==> src/rtl/a2d_intf_if.sv <==
// Bundles the conversion request, result registers and SPI pins of the A2D interface.
interface a2d_intf_if;
  logic        nxt;
  logic [11:0] lft_ld;
  logic [11:0] rght_ld;
  logic [11:0] steer_pot;
  logic [11:0] batt;
  logic        cnv_cmplt;
  logic        SS_n;
  logic        SCLK;
  logic        MOSI;
  logic        MISO;

  // master: the converter front end; slave: its consumer and the A2D chip
  modport master (
    input  nxt, MISO,
    output lft_ld, rght_ld, steer_pot, batt, cnv_cmplt, SS_n, SCLK, MOSI
  );

  modport slave (
    output nxt, MISO,
    input  lft_ld, rght_ld, steer_pot, batt, cnv_cmplt, SS_n, SCLK, MOSI
  );
endinterface

==> src/rtl/a2d_intf.sv <==
// Round-robin A2D sampler: two 16-bit SPI transactions per nxt pulse
// (command, then readback) and a 12-bit result register per channel.
module a2d_intf #(
  parameter int unsigned SCLK_DIV = 32
) (
  input  logic        clk,
  input  logic        rst_n,
  a2d_intf_if.master  bus
);

  localparam int unsigned H     = SCLK_DIV / 2;
  localparam int unsigned PW    = (SCLK_DIV > 2) ? $clog2(SCLK_DIV) : 1;
  localparam int unsigned BW    = 5;
  localparam int unsigned NBITS = 16;

  typedef enum logic [2:0] {IDLE, TX1, GAP, TX2, DONE} state_t;

  state_t        state_q, state_d;
  logic [PW-1:0] ph_q, ph_d, ph_inc;
  logic [BW-1:0] bc_q, bc_d, bc_inc;
  logic [15:0]   tx_q, tx_d;
  // Only the last 12 of the 16 received bits survive; the upper nibble shifts out.
  logic [11:0]   rx_q, rx_d;
  logic [1:0]    idx_q, idx_d;
  logic [11:0]   lft_q, lft_d, rght_q, rght_d, steer_q, steer_d, batt_q, batt_d;
  logic          ss_q, ss_d, sclk_q, sclk_d, cnv_q, cnv_d;
  logic [2:0]    ch;
  logic          xfer_end;

  // Round-robin index to A2D channel number
  always_comb begin
    unique case (idx_q)
      2'd0:    ch = 3'd0;
      2'd1:    ch = 3'd4;
      2'd2:    ch = 3'd5;
      default: ch = 3'd6;
    endcase
  end

  // Position within the transaction one clk ahead: phase inside an SCLK period and period count
  always_comb begin
    if (ph_q == PW'(SCLK_DIV - 1)) begin
      ph_inc = '0;
      bc_inc = bc_q + BW'(1);
    end else begin
      ph_inc = ph_q + PW'(1);
      bc_inc = bc_q;
    end
    xfer_end = (bc_q == BW'(NBITS)) && (ph_q == PW'(H - 1));
  end

  // State register and all output/datapath registers
  always_ff @(posedge clk or negedge rst_n) begin
    if (!rst_n) begin
      state_q <= IDLE;
      ph_q    <= '0;
      bc_q    <= '0;
      tx_q    <= '0;
      rx_q    <= '0;
      idx_q   <= '0;
      lft_q   <= '0;
      rght_q  <= '0;
      steer_q <= '0;
      batt_q  <= '0;
      ss_q    <= 1'b1;
      sclk_q  <= 1'b1;
      cnv_q   <= 1'b0;
    end else begin
      state_q <= state_d;
      ph_q    <= ph_d;
      bc_q    <= bc_d;
      tx_q    <= tx_d;
      rx_q    <= rx_d;
      idx_q   <= idx_d;
      lft_q   <= lft_d;
      rght_q  <= rght_d;
      steer_q <= steer_d;
      batt_q  <= batt_d;
      ss_q    <= ss_d;
      sclk_q  <= sclk_d;
      cnv_q   <= cnv_d;
    end
  end

  // Next-state and next-register values; SCLK/SS_n/MOSI are computed for the following clk
  always_comb begin
    state_d = state_q;
    ph_d    = ph_q;
    bc_d    = bc_q;
    tx_d    = tx_q;
    rx_d    = rx_q;
    idx_d   = idx_q;
    lft_d   = lft_q;
    rght_d  = rght_q;
    steer_d = steer_q;
    batt_d  = batt_q;
    ss_d    = ss_q;
    sclk_d  = sclk_q;
    cnv_d   = 1'b0;

    unique case (state_q)
      IDLE: begin
        if (bus.nxt) begin
          state_d = TX1;
          ss_d    = 1'b0;
          sclk_d  = 1'b1;
          ph_d    = '0;
          bc_d    = '0;
          tx_d    = {2'b00, ch, 11'h000};
        end
      end
      TX1, TX2: begin
        if (xfer_end) begin
          ss_d   = 1'b1;
          sclk_d = 1'b1;
          ph_d   = '0;
          bc_d   = '0;
          if (state_q == TX1) begin
            state_d = GAP;
          end else begin
            state_d = DONE;
            cnv_d   = 1'b1;
            idx_d   = idx_q + 2'd1;
            unique case (idx_q)
              2'd0:    lft_d   = rx_q;
              2'd1:    rght_d  = rx_q;
              2'd2:    steer_d = rx_q;
              default: batt_d  = rx_q;
            endcase
          end
        end else begin
          ph_d   = ph_inc;
          bc_d   = bc_inc;
          sclk_d = !((ph_inc >= PW'(H)) && (bc_inc < BW'(NBITS)));
          // Falling edges after the first advance MOSI
          if ((ph_inc == PW'(H)) && (bc_inc != '0))
            tx_d = {tx_q[14:0], 1'b0};
          // Rising edges sample MISO
          if ((ph_inc == '0) && (bc_inc != '0))
            rx_d = {rx_q[10:0], bus.MISO};
        end
      end
      GAP: begin
        if (ph_q == PW'(H - 1)) begin
          state_d = TX2;
          ss_d    = 1'b0;
          ph_d    = '0;
          bc_d    = '0;
          tx_d    = '0;
        end else begin
          ph_d = ph_q + PW'(1);
        end
      end
      DONE: begin
        state_d = IDLE;
      end
      default: begin
        state_d = IDLE;
      end
    endcase
  end

  assign bus.lft_ld    = lft_q;
  assign bus.rght_ld   = rght_q;
  assign bus.steer_pot = steer_q;
  assign bus.batt      = batt_q;
  assign bus.cnv_cmplt = cnv_q;
  assign bus.SS_n      = ss_q;
  assign bus.SCLK      = sclk_q;
  assign bus.MOSI      = tx_q[15];

endmodule

==> src/flat_wrapper.sv <==
// flat-port wrapper written by rule: the top's interface ports become plain ports
module a2d_intf_flat 
#(
  parameter int unsigned SCLK_DIV = 32
)
  (clk, rst_n, bus_nxt, bus_MISO, bus_lft_ld, bus_rght_ld, bus_steer_pot, bus_batt, bus_cnv_cmplt, bus_SS_n, bus_SCLK, bus_MOSI);
  a2d_intf_if bus_i ();
  input  logic clk;
  input  logic rst_n;
  input wire logic [$bits(bus_i.nxt)-1:0] bus_nxt;
  input wire logic [$bits(bus_i.MISO)-1:0] bus_MISO;
  output wire logic [$bits(bus_i.lft_ld)-1:0] bus_lft_ld;
  output wire logic [$bits(bus_i.rght_ld)-1:0] bus_rght_ld;
  output wire logic [$bits(bus_i.steer_pot)-1:0] bus_steer_pot;
  output wire logic [$bits(bus_i.batt)-1:0] bus_batt;
  output wire logic [$bits(bus_i.cnv_cmplt)-1:0] bus_cnv_cmplt;
  output wire logic [$bits(bus_i.SS_n)-1:0] bus_SS_n;
  output wire logic [$bits(bus_i.SCLK)-1:0] bus_SCLK;
  output wire logic [$bits(bus_i.MOSI)-1:0] bus_MOSI;
  assign bus_i.nxt = bus_nxt;
  assign bus_i.MISO = bus_MISO;
  assign bus_lft_ld = bus_i.lft_ld;
  assign bus_rght_ld = bus_i.rght_ld;
  assign bus_steer_pot = bus_i.steer_pot;
  assign bus_batt = bus_i.batt;
  assign bus_cnv_cmplt = bus_i.cnv_cmplt;
  assign bus_SS_n = bus_i.SS_n;
  assign bus_SCLK = bus_i.SCLK;
  assign bus_MOSI = bus_i.MOSI;
  a2d_intf #(.SCLK_DIV(SCLK_DIV)) u_core (.clk(clk), .rst_n(rst_n), .bus(bus_i));
endmodule
==> config.mk <==
export PLATFORM = sky130hd
export DESIGN_NAME = a2d_intf_flat
export DESIGN_NICKNAME = d
export VERILOG_FILES = /design/src/rtl/a2d_intf_if.sv /design/src/rtl/a2d_intf.sv /design/src/flat_wrapper.sv
export SDC_FILE = /design/constraint.sdc
export NUM_CORES = 1
export LEC_CHECK = 0
export ABC_AREA = 1
export BUFFER_PORTS_ARGS = -buffer_cell sky130_fd_sc_hd__buf_4
export CAP_MARGIN = 10
export CORE_UTILIZATION = 51
export CTS_CLUSTER_DIAMETER = 60
export DETAILED_ROUTE_END_ITERATION = 16
export PLACE_DENSITY_LB_ADDON = 0.12
export SETUP_SLACK_MARGIN = 0.5
export SKIP_CTS_REPAIR_TIMING = 1
export SLEW_MARGIN = 20
export SYNTH_ARGS = -nofsm -noshare
export SYNTH_HDL_FRONTEND = slang
export SYNTH_SLANG_ARGS = --single-unit
==> constraint.sdc <==
create_clock -name clk -period 2.2 [get_ports clk]
set_clock_uncertainty 0.15 [all_clocks]
set_input_delay 0.11 -clock clk [delete_from_list [all_inputs] [get_ports clk]]
set_output_delay 0.11 -clock clk [all_outputs]
set_load 0.01 [all_outputs]
* Yosys cells after proc, flatten, opt, wreduce, memory -nomap -nowiden
Index checks and enable logic that the tools add are counted.
** Storage, ports and cells
- Register bits after elaboration :: 94
- Input bits :: 4
- Memory bits (read-only) :: 0
- Bits in writable memories :: 0
- Word-level logic and storage cells :: 90
- Memories kept :: 0
- Latch bits :: 0
- Output and inout port bits :: 52
** Operators by class
- Shift-type cells :: 0
- Div/mod/pow operators :: 0
- Add/sub/neg operators :: 3
- Multiply operators :: 0
- Reduce and logical (&&, ||, !) cells :: 25
- Bitwise operators :: 3
- $lt $le $gt $ge :: 2
- Equal/unequal tests :: 14
- Multiplexer cells :: 30
** Operators by type and width (count)
- 16-bit 2-to-1 mux :: 4
- 16-bit case mux with 3 select lines :: 1
- 5-bit 2-to-1 mux :: 7
- 5-bit case mux with 3 select lines :: 2
- 4-bit AND reduction :: 5
- 3-bit case mux with 3 select lines :: 2
- 5-bit == test, second input constant :: 3
- 3-bit 2-to-1 mux :: 4
- 3-bit AND reduction :: 4
- 5-bit by 1-bit adder with 5-bit output, second input constant :: 2
- 1-bit 2-to-1 mux :: 8
- 3-bit by 2-bit == test with 1-bit output, second input constant :: 2
- 2-bit by 1-bit inequality test with 1-bit output, second input constant :: 3
- 5-bit by 4-bit == test with 1-bit output, second input constant :: 1
- 5-bit >= comparator, second input constant :: 1
- 5-bit logical NOT :: 1
- 5-bit less-than comparator, second input constant :: 1
- 5-bit AND reduction :: 1
- 5-bit nonzero test :: 1
- 1-bit logical AND :: 4
- 2-bit inequality test, second input constant :: 2
- 2-bit AND reduction :: 2
- 3-bit by 1-bit == test with 1-bit output, second input constant :: 1
- 3-bit logical NOT :: 1
- other kinds (12) :: 14

* Longest topological paths before layout
Gate-level depths: netlist (run 1).
- Depth after elaboration :: 7
- Gate-level depth with buffers :: 15
- Mapped depth without buffers :: 15

* Least setup slack after synthesis (run 1)
OpenSTA, ideal clock, no wires.
- Kind :: reg-to-reg
- From :: register u_core.ph_q[0]
- To :: register u_core.batt_q[10], in the netlist u_core.bus.batt[10]
- Library setup time :: 124 ps
- Data required time :: 1926 ps
- Stages on the path, launching flop included :: 15
- Arrival :: 1979 ps
- Buffers on the path :: 1
- Clock period less this slack :: 2253 ps
- Setup slack :: -53 ps
- Cell sequence :: dfrtp_1 > ha_1 > nand2_1 > nor2_1 > ha_1 > nand2_1 > nor2_1 > nand3_1 > inv_1 > nand2_2 > inv_2 > nand3_2 > buf_2 > nand2_1 > o21ai_1
** On the way
- Word-level cells in the longest chain between the ends :: 3
** RTL lines
- start: declaration :: RTL line a2d_intf.sv:19 : logic [PW-1:0] ph_q, ph_d, ph_inc;
- start signal: assignment :: RTL line a2d_intf.sv:70 : ph_q <= ph_d;
- 5-bit by 4-bit == test with 1-bit output :: RTL line a2d_intf.sv:49 : xfer_end = (bc_q == BW'(NBITS)) && (ph_q == PW'(H - 1));
- 1-bit logical AND :: RTL line a2d_intf.sv:49
- 4-bit AND reduction (no source line)
- end signal: assignment :: RTL line a2d_intf.sv:78 : batt_q <= batt_d;
- end: declaration :: RTL line a2d_intf.sv:25 : logic [11:0] lft_q, lft_d, rght_q, rght_d, steer_q, steer_d, batt_q, batt_d;
No other way between the ends.
A chain may end at the register's enable or synchronous reset.

* Final worst setup path (run 1)
- From :: register u_core.ph_q[0]
- To :: register u_core.rx_q[9]
** On the way
- Word-level cells in the longest chain between the ends :: 5
- Elaborated cells between the ends (all ways) :: 11
- Those cells by class :: 1 x add/sub; 2 x eq/ne; 2 x mux; 1 x bitwise; 5 x reduce/logical
** RTL lines
- 5-bit by 1-bit adder with 5-bit output / 5-bit == test (equally long branches) :: RTL line a2d_intf.sv:46, a2d_intf.sv:42
- 5-bit 2-to-1 mux :: RTL line a2d_intf.sv:42 : if (ph_q == PW'(SCLK_DIV - 1)) begin
- 5-bit logical NOT / 5-bit nonzero test (equally long branches) :: RTL line a2d_intf.sv:139 : if ((ph_inc == '0) && (bc_inc != '0))
- 1-bit logical AND :: RTL line a2d_intf.sv:139
- 3-bit AND reduction (no source line) *
- end signal: assignment :: RTL line a2d_intf.sv:73 : rx_q <= rx_d;
- end: declaration :: RTL line a2d_intf.sv:23 : logic [11:0] rx_q, rx_d;
Mark *: on every way between the ends. The rest lies on a longest branch, timed or not.

==> metrics.md, run 1 <==
| Metric | Value |
|---|---|
| Largest net degree at the start of global routing | 47 |
| Reg2reg start | u_core.ph_q[0] |
| CP endpoint kind | register |
| Final setup fails | 38 |
| Worst VDD drop | approximately 670 uV |
| Worst min path class | input pin to register |
| Mapped Avg Cell Area | 9.55 um2 |
| Initial antenna violation count | 0 |
| Critical Path Source Type | register |
| Worst setup margin | -0.128 ns |
| Ys Warns | 0 |
| NumNets Final | 482 |
| Full die area | 7420 um2 |
| Via count | 2,945 |
| Crit-path cells | ha_4, nand2_4, nor2_4, ha_4, nand2_2, nor2_2, xor2_1, nand3_2, nand2_4, clkbuf_16, nand2_4, o21ai_2 |
| Clock sinks | 83 |
| Root Driver | clkbuf_8 |
| Share of layout cells above drive strength 1 | 0.394 |
| CORE AREA | 6830 um2 |
| Area Overhead vs Synth | 39.7% |
| Setup WS pre-CTS | -0.152 ns |
| Antenna viol nets, final | 0 |
| H-tree depth | 3 |
| Crit path from | u_core.ph_q[0] |
| Final Hold Vio Count | 0 |
| CP max-delay cell | dfrtp_1 |
| Slew @ Worst Pin | 0.618 ns |
| Initial Util | 0.528 |
| Most used cell, CP | nand2_4 |
| Vias in the first global route | between 2,000 and 3,000 |
| Crit path max-delay family | simple AND/OR/NAND/NOR gates |
| Final worst path period share | 1.06 |
| Width of the die | 86.1 um |
| Die Ht | 86.1 um |
| Clk Latency, worst-skew pair | 0.36 ns |
| RSZ-0062 raised after global routing | yes |
| Pleak | 2.42 nW |
| Initial DRC Count | 248 |
| TritonCTS clock tree | yes |
| Ports | 56 |
| Num rows | 30 |
| CP Class | register to register |
| Global-route wire length before repair | 12,400 um |
| Worst hold margin | approximately 0.11 ns |
| RePlAce Congestion | 0.769 |
| MaxCap Viol Count | 0 |
| Drt drc | 0 |
| Input/output buffers | 55 |
| Fmax | 430 MHz |
| Residual overflow from global routing | 0 |
| DR vias/cell | 5.20 |
| CP required | around 2.3 ns |
| Post-synthesis sequential area ratio | 0.576 |
| Crit path time final | 2.33 ns |
| Min-delay src | bus_nxt |
| Relative slew margins | 0.588 |
| PwrDens | 541 nW/um2 |
| Post-Synthesis Cells | 378 |
| Synthesized flop and latch total | 83 |
| Worst Path Buf+Inv | 1 |
| Mapped Nets | 395 |
| Total Wirelength | slightly below 9000 um |
| CTS buffer count | 9 |
| Synth unique cells | 27 |
| Antenna cell count | 0 |
| Initial DRT Pass Iterations | 5 |
| Hpwl dp | 5320 um |
| Max Slew Vio Count | 0 |
| WP data arrival | 2.47 ns |
| Clk pin slew, worst setup/hold paths | 0.09 ns |
| Cell Area, Synth | 3610 um2 |
| GRT Overall Usage | 0.219 |
| Status | finished, violations left |
| Final core utilization | 0.738 |
| Largest stage delay, worst path | 0.42 ns |
| Longest Clk Path Bufs | 2 |
| Violated checks | negative setup slack |
| Top fanout value on the critical path | 6 |
| Wire per inst | 15.5 um |
==> Yosys cell counts <==
cell / instances / area [um2]
nand2_1: 106 / 398
dfrtp_1: 81 / 2030
o21ai_1: 51 / 255
inv_1: 38 / 143
ha_1: 13 / 163
nand3_1: 13 / 65.1
nor2_1: 12 / 45.0
o21ai_2: 12 / 105
buf_2: 8 / 40.0
o22ai_1: 6 / 37.5
a21oi_1: 4 / 20.0
inv_2: 4 / 15.0
nand3_2: 4 / 40.0
o21ai_0: 4 / 20.0
nand2_2: 3 / 18.8
xor2_1: 3 / 26.3
buf_6: 2 / 22.5
dfstp_2: 2 / 52.6
nand2_4: 2 / 22.5
nor2_2: 2 / 12.5
nor3_4: 2 / 32.5
nand4_1: 1 / 6.26
nor3_2: 1 / 10.0
o211ai_1: 1 / 7.51
o21bai_1: 1 / 7.51
o22a_1: 1 / 8.76
xnor2_1: 1 / 8.76
==> layer usage <==
layer,wire [um],up-vias,share of wire,GRT usage
met5,0,-,0,0
met4,121,0,0.014,0.0682
met3,336,10,0.038,0.0539
met2,4390,77,0.50,0.319
met1,3950,1458,0.45,0.323
li1,-,1400,-,-
==> tightest hold or removal path: stages <==
cell     delay, ns
buf_4         0.08
o21ai_2       0.11
buf_4         0.18
nand2_1       0.06
o21ai_1       0.06
==> cells in the final DEF, fill, tap and decap left out, types with 4 or more instances in the layout <==
cell type,n
buf_6,5
nand2_4,11
o21ai_1,43
nand3_4,4
ha_1,10
inv_2,4
dfrtp_1,81
nor2_2,4
nand3_1,9
buf_4,67
nand3_2,4
clkbuf_16,6
nand2_2,17
o21ai_2,22
nor2_1,7
nand2_1,83
clkbuf_8,10
inv_1,36
buf_12,6
==> per-stage QoR <==
stage | setup TNS (ns) | instance area [um2] | cells | total power, mW
floorplan | 0 | 3680 | 378 | 1.56
global placement | -0.274 | 4280 | 532 | 1.60
detailed placement | -2.30 | 4280 | 532 | 1.60
CTS | -3.04 | 4490 | 548 | 2.73
global route | -8.21 | 5040 | 566 | 2.82
finish | -2.20 | 5040 | 566 | 2.73
==> kinds of logic after synthesis <==
logic type | count (synthesis) | synth area share
buffers and inverters | 52 | 0.0610
adders and majority gates | 13 | 0.0451
and+or+nand+nor | 146 | 0.180
xor gates and xnor gates | 4 | 0.00971
DFF | 83 | 0.576
AOI/OAI and AO/OA | 80 | 0.128
==> final timing paths <==
kind / end / slack [ns] / cells past startpoint
max in group asynchronous: u_core.idx_q[0] / 0.97 / 3
min reg2reg: u_core.tx_q[14] / 0.34 / 2
min: u_core.ph_q[0] / 0.11 / 5
min in group asynchronous: u_core.state_q[1] / 0.15 / 2
max: u_core.rx_q[9] / -0.13 / 12
max reg2reg: u_core.rx_q[9] / -0.13 / 12
==> cell type report <==
cell class / instances / area (um2)
inverter: 42 / 175
clock inverter: 6 / 71.3
sequential: 83 / 2080
multi-input combinational: 243 / 1610
timing repair buffer: 86 / 850
tap: 96 / 120
clock buffer: 10 / 138
fill: 480 / 1790
==> flip-flops by register name (all words and copies together), names as in the netlist, 2 cells and up <==
signal and flops:
u_core.state_q 3, u_core.rx_q 12, u_core.bc_q 5, u_core.bus.batt 12, u_core.tx_q 5, u_core.bus.steer_pot 12, u_core.idx_q 2, u_core.ph_q 5
u_core.bus.rght_ld 12, u_core.bus.lft_ld 12
==> report_power, final <==
part	internal, mW	switching (mW)
Clock	0.566	0.595
Sequential	1.53	0.000729
Combinational	0.00869	0.0338
No activity file was read; power rests on OpenSTA's default activity.
==> inputs of run 2 (changes only) <==
--- a/config.mk
+++ b/config.mk
@@ -8,11 +8,11 @@
 export ABC_AREA = 1
 export BUFFER_PORTS_ARGS = -buffer_cell sky130_fd_sc_hd__buf_4
 export CAP_MARGIN = 10
-export CORE_UTILIZATION = 51
+export CORE_UTILIZATION = 60
 export CTS_CLUSTER_DIAMETER = 60
 export DETAILED_ROUTE_END_ITERATION = 16
 export PLACE_DENSITY_LB_ADDON = 0.12
-export SETUP_SLACK_MARGIN = 0.5
+export SETUP_SLACK_MARGIN = 0.02
 export SKIP_CTS_REPAIR_TIMING = 1
 export SLEW_MARGIN = 20
 export SYNTH_ARGS = -nofsm -noshare
==> constraint.sdc (replaced) <==
create_clock -name clk -period 2.7 [get_ports clk]
set_clock_uncertainty 0.15 [all_clocks]
set_input_delay 0.135 -clock clk [delete_from_list [all_inputs] [get_ports clk]]
set_output_delay 0.135 -clock clk [all_outputs]
set_load 0.01 [all_outputs]
==> metrics.md, run 2 (same netlist as run 1, synthesis figures left out) <==
| Metric | Value |
|---|---|
| Status | finished clean |
| Crit path time final | 2.44 ns (+0.113 ns) |
| Crit-path cells | ha_1, nand2_1, nor2_2, ha_1, nand2_1, nor2_1, nand3_2, inv_1, nand2_2, inv_2, nand3_2, buf_4, nand2_1, o21ai_1 |
| Num rows | 27 (-10%) |
| Input/output buffers | 55 (unchanged) |
| WP data arrival | 2.51 ns (+0.04 ns) |
| Largest stage delay, worst path | 0.42 ns (about the same) |
| Die Ht | 79.6 um (-7.6%) |
| DR vias/cell | 5.23 (+0.44%) |
| Root Driver | clkbuf_8 |
| Final std cell area, no fill | 4350 um2 (-14%) |
| Worst Path Buf+Inv | 3 (+2) |
| Clk Latency, worst-skew pair | 0.35 ns (about the same) |
| CP required | 2.77 ns (+0.43 ns) |
| CP Class | register to register |
| Longest Clk Path Bufs | 2 (unchanged) |
| Antenna viol nets, final | 0 (unchanged) |
| Initial DRC Count | 191 (-23%) |
| Initial antenna violation count | 0 (unchanged) |
| MaxCap Viol Count | 0 (unchanged) |
| Most frequent cells in the layout | nand2_1 (105), dfrtp_1 (81), buf_4 (58) |
| GRT Overall Usage | 0.264 (+0.0451) |
| Final TNS setup | 0 ns (+2.20 ns) |
| Area Overhead vs Synth | 20.6% |
| NumNets Final | 458 (-5.0%) |
| Worst VDD drop | 367 uV (-45%) |
| Initial Util | 0.640 (+0.111) |
| Fmax | 410 MHz (-4.6%) |
| Cell count of the worst reg-to-reg path | 14 (+2) |
| CORE AREA | 5640 um2 (-17%) |
| Initial DRT Pass Iterations | 4 (-1) |
| RSZ-0062 raised after global routing | no |
| Residual overflow from global routing | 0 (unchanged) |
| Largest net degree at the start of global routing | 84 (+79%) |
| Share of layout cells above drive strength 1 | 0.247 (-0.147) |
| Slew @ Worst Pin | 0.723 ns (+0.105 ns) |
| Width of the die | 79.6 um (-7.6%) |
| CP max-delay cell | dfrtp_1 |
| Pleak | 2.16 nW (-11%) |
| Placed cell area | 4100 um2 (-4.3%) |
| Worst min path class | input pin to register |
| Antenna cell count | 0 (unchanged) |
| Final worst path period share | 0.904 (-0.154) |
| Drt drc | 0 (unchanged) |
| Hold depth | 4 (-1) |
| RePlAce Congestion | 0.871 (+13%) |
| Relative slew margins | 0.518 (-0.0699) |
| Crit path max-delay family | simple AND/OR/NAND/NOR gates |
| Clock sinks | 83 (unchanged) |
| Full die area | 6330 um2 (-15%) |
| Global-route wire length before repair | 12,400 um (about the same) |
| Wire per inst | 14.0 um (-10%) |
| Vias in the first global route | 2,596 (+0.15%) |
| Final core utilization | 0.771 (+0.0331) |
| Hpwl dp | 5050 um (-5.2%) |
| Final Hold Vio Count | 0 (unchanged) |
| CP endpoint kind | register |
| Most used cell, CP | nand2_1 |
| FILL cells | 395 (-18%) |
| TritonCTS clock tree | yes |
| Total Wirelength | 7230 um (-18%) |
| Commonest non-fill, non-tap cell in the layout | nand2_1 |
| Max Slew Vio Count | 0 (unchanged) |
| PwrDens | 513 nW/um2 (-5.2%) |
| Critical Path Source Type | register |
| Final setup fails | 0 (-100%) |
| Clk pin slew, worst setup/hold paths | 0.08 ns (about the same) |
| WP depth | 14 (+2) |
| Top fanout value on the critical path | 24 (+18) |
| CTS buffer count | 9 (unchanged) |
| H-tree depth | 3 (unchanged) |
| Via count | 2,707 (-8.1%) |
| Ports | 56 (unchanged) |
==> run 2: stage by stage <==
| step | hold WS, ns | setup WS, ns | total power, mW | instances |
|---|---|---|---|---|
| finish | 0.0617 | 0.259 | 2.23 | 518 |
| global route | 0.0957 | 0.0556 | 2.30 | 518 |
| CTS | -0.160 | 0.124 | 2.25 | 516 |
| detailed placement | 0.212 | 0.190 | 1.30 | 500 |
| global placement | 0.213 | 0.287 | 1.30 | 500 |
| floorplan | -0.311 | 0.447 | 1.27 | 378 |
==> run 2: worst reg2reg max path: stages (launching register included) <==
cell and delay (ns):
dfrtp_1 0.42, ha_1 0.21, nand2_1 0.07, nor2_2 0.17, ha_1 0.21, nand2_1 0.06
nor2_1 0.14, nand3_2 0.14, inv_1 0.09, nand2_2 0.06, inv_2 0.14, nand3_2 0.07
buf_4 0.21, nand2_1 0.09, o21ai_1 0.08
==> run 2: worst paths after layout <==
path | start | endpoint | slack [ns]
min | bus_nxt | u_core.ph_q[2] | 0.06
max reg2reg | u_core.ph_q[0] | u_core.bus.batt[3] | 0.26
min in group asynchronous | rst_n | u_core.tx_q[11] | 0.24
max | u_core.ph_q[0] | u_core.bus.batt[3] | 0.26
max in group asynchronous | rst_n | u_core.state_q[2] | 1.66
min reg2reg | u_core.bus.SS_n | u_core.bus.SS_n | 0.32
==> run 2: power by group <==
part	switching (mW)	internal [mW]	leakage, nW
Sequential	0.000465	1.24	1.13
Combinational	0.0258	0.00550	0.924
Clock	0.435	0.523	0.106
==> run 2: cell type report <==
cell class / count / area (um2) / share of cell area
repair buffers: 62 / 487 / 0.112
multi-input cells: 243 / 1320 / 0.303
well taps: 72 / 90.1 / 0.0207
clock buffers: 10 / 128 / 0.0293
clock inverters: 6 / 90.1 / 0.0207
flip-flops and latches: 83 / 2080 / 0.478
inverters: 42 / 158 / 0.0362
==> run 2: routing by layer <==
metal / routed length (um) / global-route usage
met1: 3660 / 0.392
met2: 3170 / 0.384
met5: 0 / 0
met4: 150 / 0.120
met3: 256 / 0.0389
==> inputs of run 3 (changes only) <==
--- a/config.mk
+++ b/config.mk
@@ -8,7 +8,7 @@
 export ABC_AREA = 1
 export BUFFER_PORTS_ARGS = -buffer_cell sky130_fd_sc_hd__buf_4
 export CAP_MARGIN = 10
-export CORE_UTILIZATION = 60
+export CORE_UTILIZATION = 25
 export CTS_CLUSTER_DIAMETER = 60
 export DETAILED_ROUTE_END_ITERATION = 16
 export PLACE_DENSITY_LB_ADDON = 0.12
==> constraint.sdc (replaced) <==
create_clock -name clk -period 2.1 [get_ports clk]
set_clock_uncertainty 0.15 [all_clocks]
set_input_delay 0.105 -clock clk [delete_from_list [all_inputs] [get_ports clk]]
set_output_delay 0.105 -clock clk [all_outputs]
set_load 0.01 [all_outputs]
==> metrics.md, run 3 (same netlist as run 1, synthesis figures left out) <==
| Metric | Value |
|---|---|
| RePlAce Congestion | 0.774 (-11%) |
| Final worst path period share | 1.05 (+0.142) |
| MaxCap Viol Count | 0 (unchanged) |
| Most frequent cells in the layout | nand2_1 (91), dfrtp_1 (81), buf_4 (76) |
| Violated checks | negative setup slack |
| Clk Latency, worst-skew pair | 0.33 ns (-0.02 ns) |
| Residual overflow from global routing | 0 (unchanged) |
| Total power after layout | 3.26 mW (+46%) |
| Num rows | 43 (+59%) |
| Longest Clk Path Bufs | 2 (unchanged) |
| Clk pin slew, worst setup/hold paths | 0.06 ns (-0.02 ns) |
| Input/output buffers | 55 (unchanged) |
| Initial antenna violation count | 0 (unchanged) |
| Area Overhead vs Synth | 41.0% |
| Via count | 2,824 (+4.3%) |
| GRT Overall Usage | 0.121 (-0.142) |
| Drt drc | 0 (unchanged) |
| Initial Util | 0.258 (-0.382) |
| CORE AREA | 14,000 um2 (+150%) |
| Root Driver | clkbuf_16 |
| Fmax | 455 MHz (+11%) |
| Cell count of the worst reg-to-reg path | 14 (unchanged) |
| Antenna viol nets, final | 0 (unchanged) |
| RSZ-0062 raised after global routing | yes |
| Pleak | 2.40 nW (+11%) |
| Final core utilization | 0.364 (-0.407) |
| Hpwl dp | 6050 um (+20%) |
| Hold depth | 3 (-1) |
| Slew @ Worst Pin | 0.599 ns (-0.124 ns) |
| Final setup fails | 22 (+22) |
| Share of layout cells above drive strength 1 | 0.357 (+0.111) |
| Worst min path class | input pin to register |
| Vias in the first global route | 2,649 (+2.0%) |
| CP required | 2.17 ns (-0.60 ns) |
| TritonCTS clock tree | yes |
| Final TNS setup | -1.08 ns (-1.08 ns) |
| Worst VDD drop | 351 uV (-4.4%) |
| Die Ht | 122 um (+54%) |
| Largest net degree at the start of global routing | 45 (-46%) |
| Setup WS pre-CTS | -0.160 ns (-0.350 ns) |
| CP Class | register to register |
| Width of the die | 122 um (+54%) |
| Initial DRT Pass Iterations | 4 (unchanged) |
| CP endpoint kind | register |
| Seq. cell area | 2080 um2 (unchanged) |
| Top fanout value on the critical path | 6 (-75%) |
| Global-route wire length before repair | 13,700 um (+11%) |
| Status | finished, violations left |
| Max Slew Vio Count | 0 (unchanged) |
| Full die area | 14,900 um2 (+140%) |
| Antenna cell count | 0 (unchanged) |
| Ports | 56 (unchanged) |
| FILL cells | 1,424 (+260%) |
| Multi-input logic area | 1510 um2 (+14%) |
| Initial DRC Count | 228 (+19%) |
| Crit path time final | 2.20 ns (-0.245 ns) |
| Worst setup margin | -0.0959 ns (-0.355 ns) |
| DR vias/cell | 4.32 (-17%) |
| Final Hold Vio Count | 0 (unchanged) |
| Clock sinks | 83 (unchanged) |
| WP data arrival | 2.27 ns (-0.24 ns) |
| Relative slew margins | 0.601 (+0.0829) |
| Critical Path Source Type | register |
| CTS buffer count | 9 (unchanged) |
| NumNets Final | 485 (+5.9%) |
| PwrDens | 640 nW/um2 (+25%) |
| Commonest non-fill, non-tap cell in the layout | nand2_1 |
| Total Wirelength | 9040 um (+25%) |
| Wire per inst | 13.8 um (-0.91%) |
| H-tree depth | 3 (unchanged) |
[run 3: worst paths after layout]
path,start,endpoint,slack [ns]
worst max-delay path,u_core.ph_q[0],u_core.rx_q[5],-0.1
worst min-delay path,bus_nxt,u_core.state_q[0],0.09
worst max register to register,u_core.ph_q[0],u_core.rx_q[5],-0.1
worst min register to register,u_core.rx_q[0],u_core.rx_q[0],0.32
max in group asynchronous,rst_n,u_core.bus.SS_n,0.97
min in group asynchronous,rst_n,u_core.bus.batt[11],0.17
[run 3: layer usage]
layer / vias up / wire length [um] / track usage
met5: - / 0 / 0
met4: 0 / 167 / 0.0617
met3: 11 / 225 / 0.0187
met2: 37 / 4120 / 0.174
met1: 1366 / 4520 / 0.176
li1: 1410 / - / -
[run 3: stage by stage]
step                hold slack (ns)  area (um2)  cells
finish                       0.0935        5090    653
global route                  0.114        5090    653
global placement           -0.00602        4460    626
detailed placement          0.00416        4460    626
floorplan                    -0.341        3660    378
CTS                          -0.362        4770    642
[run 3: area by class of cell]
| cell class | count | area share |
|---|---|---|
| Sequential cell | 83 | 0.409 |
| Timing Repair Buffer | 89 | 0.159 |
| Multi-Input combinational cell | 243 | 0.296 |
| Tap cell | 180 | 0.0442 |
| Clock buffer | 11 | 0.0477 |
| Clock inverter | 5 | 0.0123 |
| Inverter | 42 | 0.0320 |
[run 3: worst max-delay path, cell delays in order (launching register included)]
cell       delay [ns]
dfrtp_1          0.38
ha_2             0.20
nand2_2          0.08
nor2_4           0.06
ha_4             0.16
nand2_2          0.06
nor2_2           0.04
nand3_2          0.09
buf_6            0.12
nand2_8          0.06
nor3_4           0.25
nand2_4          0.13
clkbuf_16        0.19
nand2_1          0.07
o21ai_2          0.05
[run 3: power breakdown]
group / switching (mW) / internal [mW] / total [mW]
sequential: 0.000447 / 1.60 / 1.60
combinational: 0.0365 / 0.0115 / 0.0479
clock: 0.652 / 0.958 / 1.61
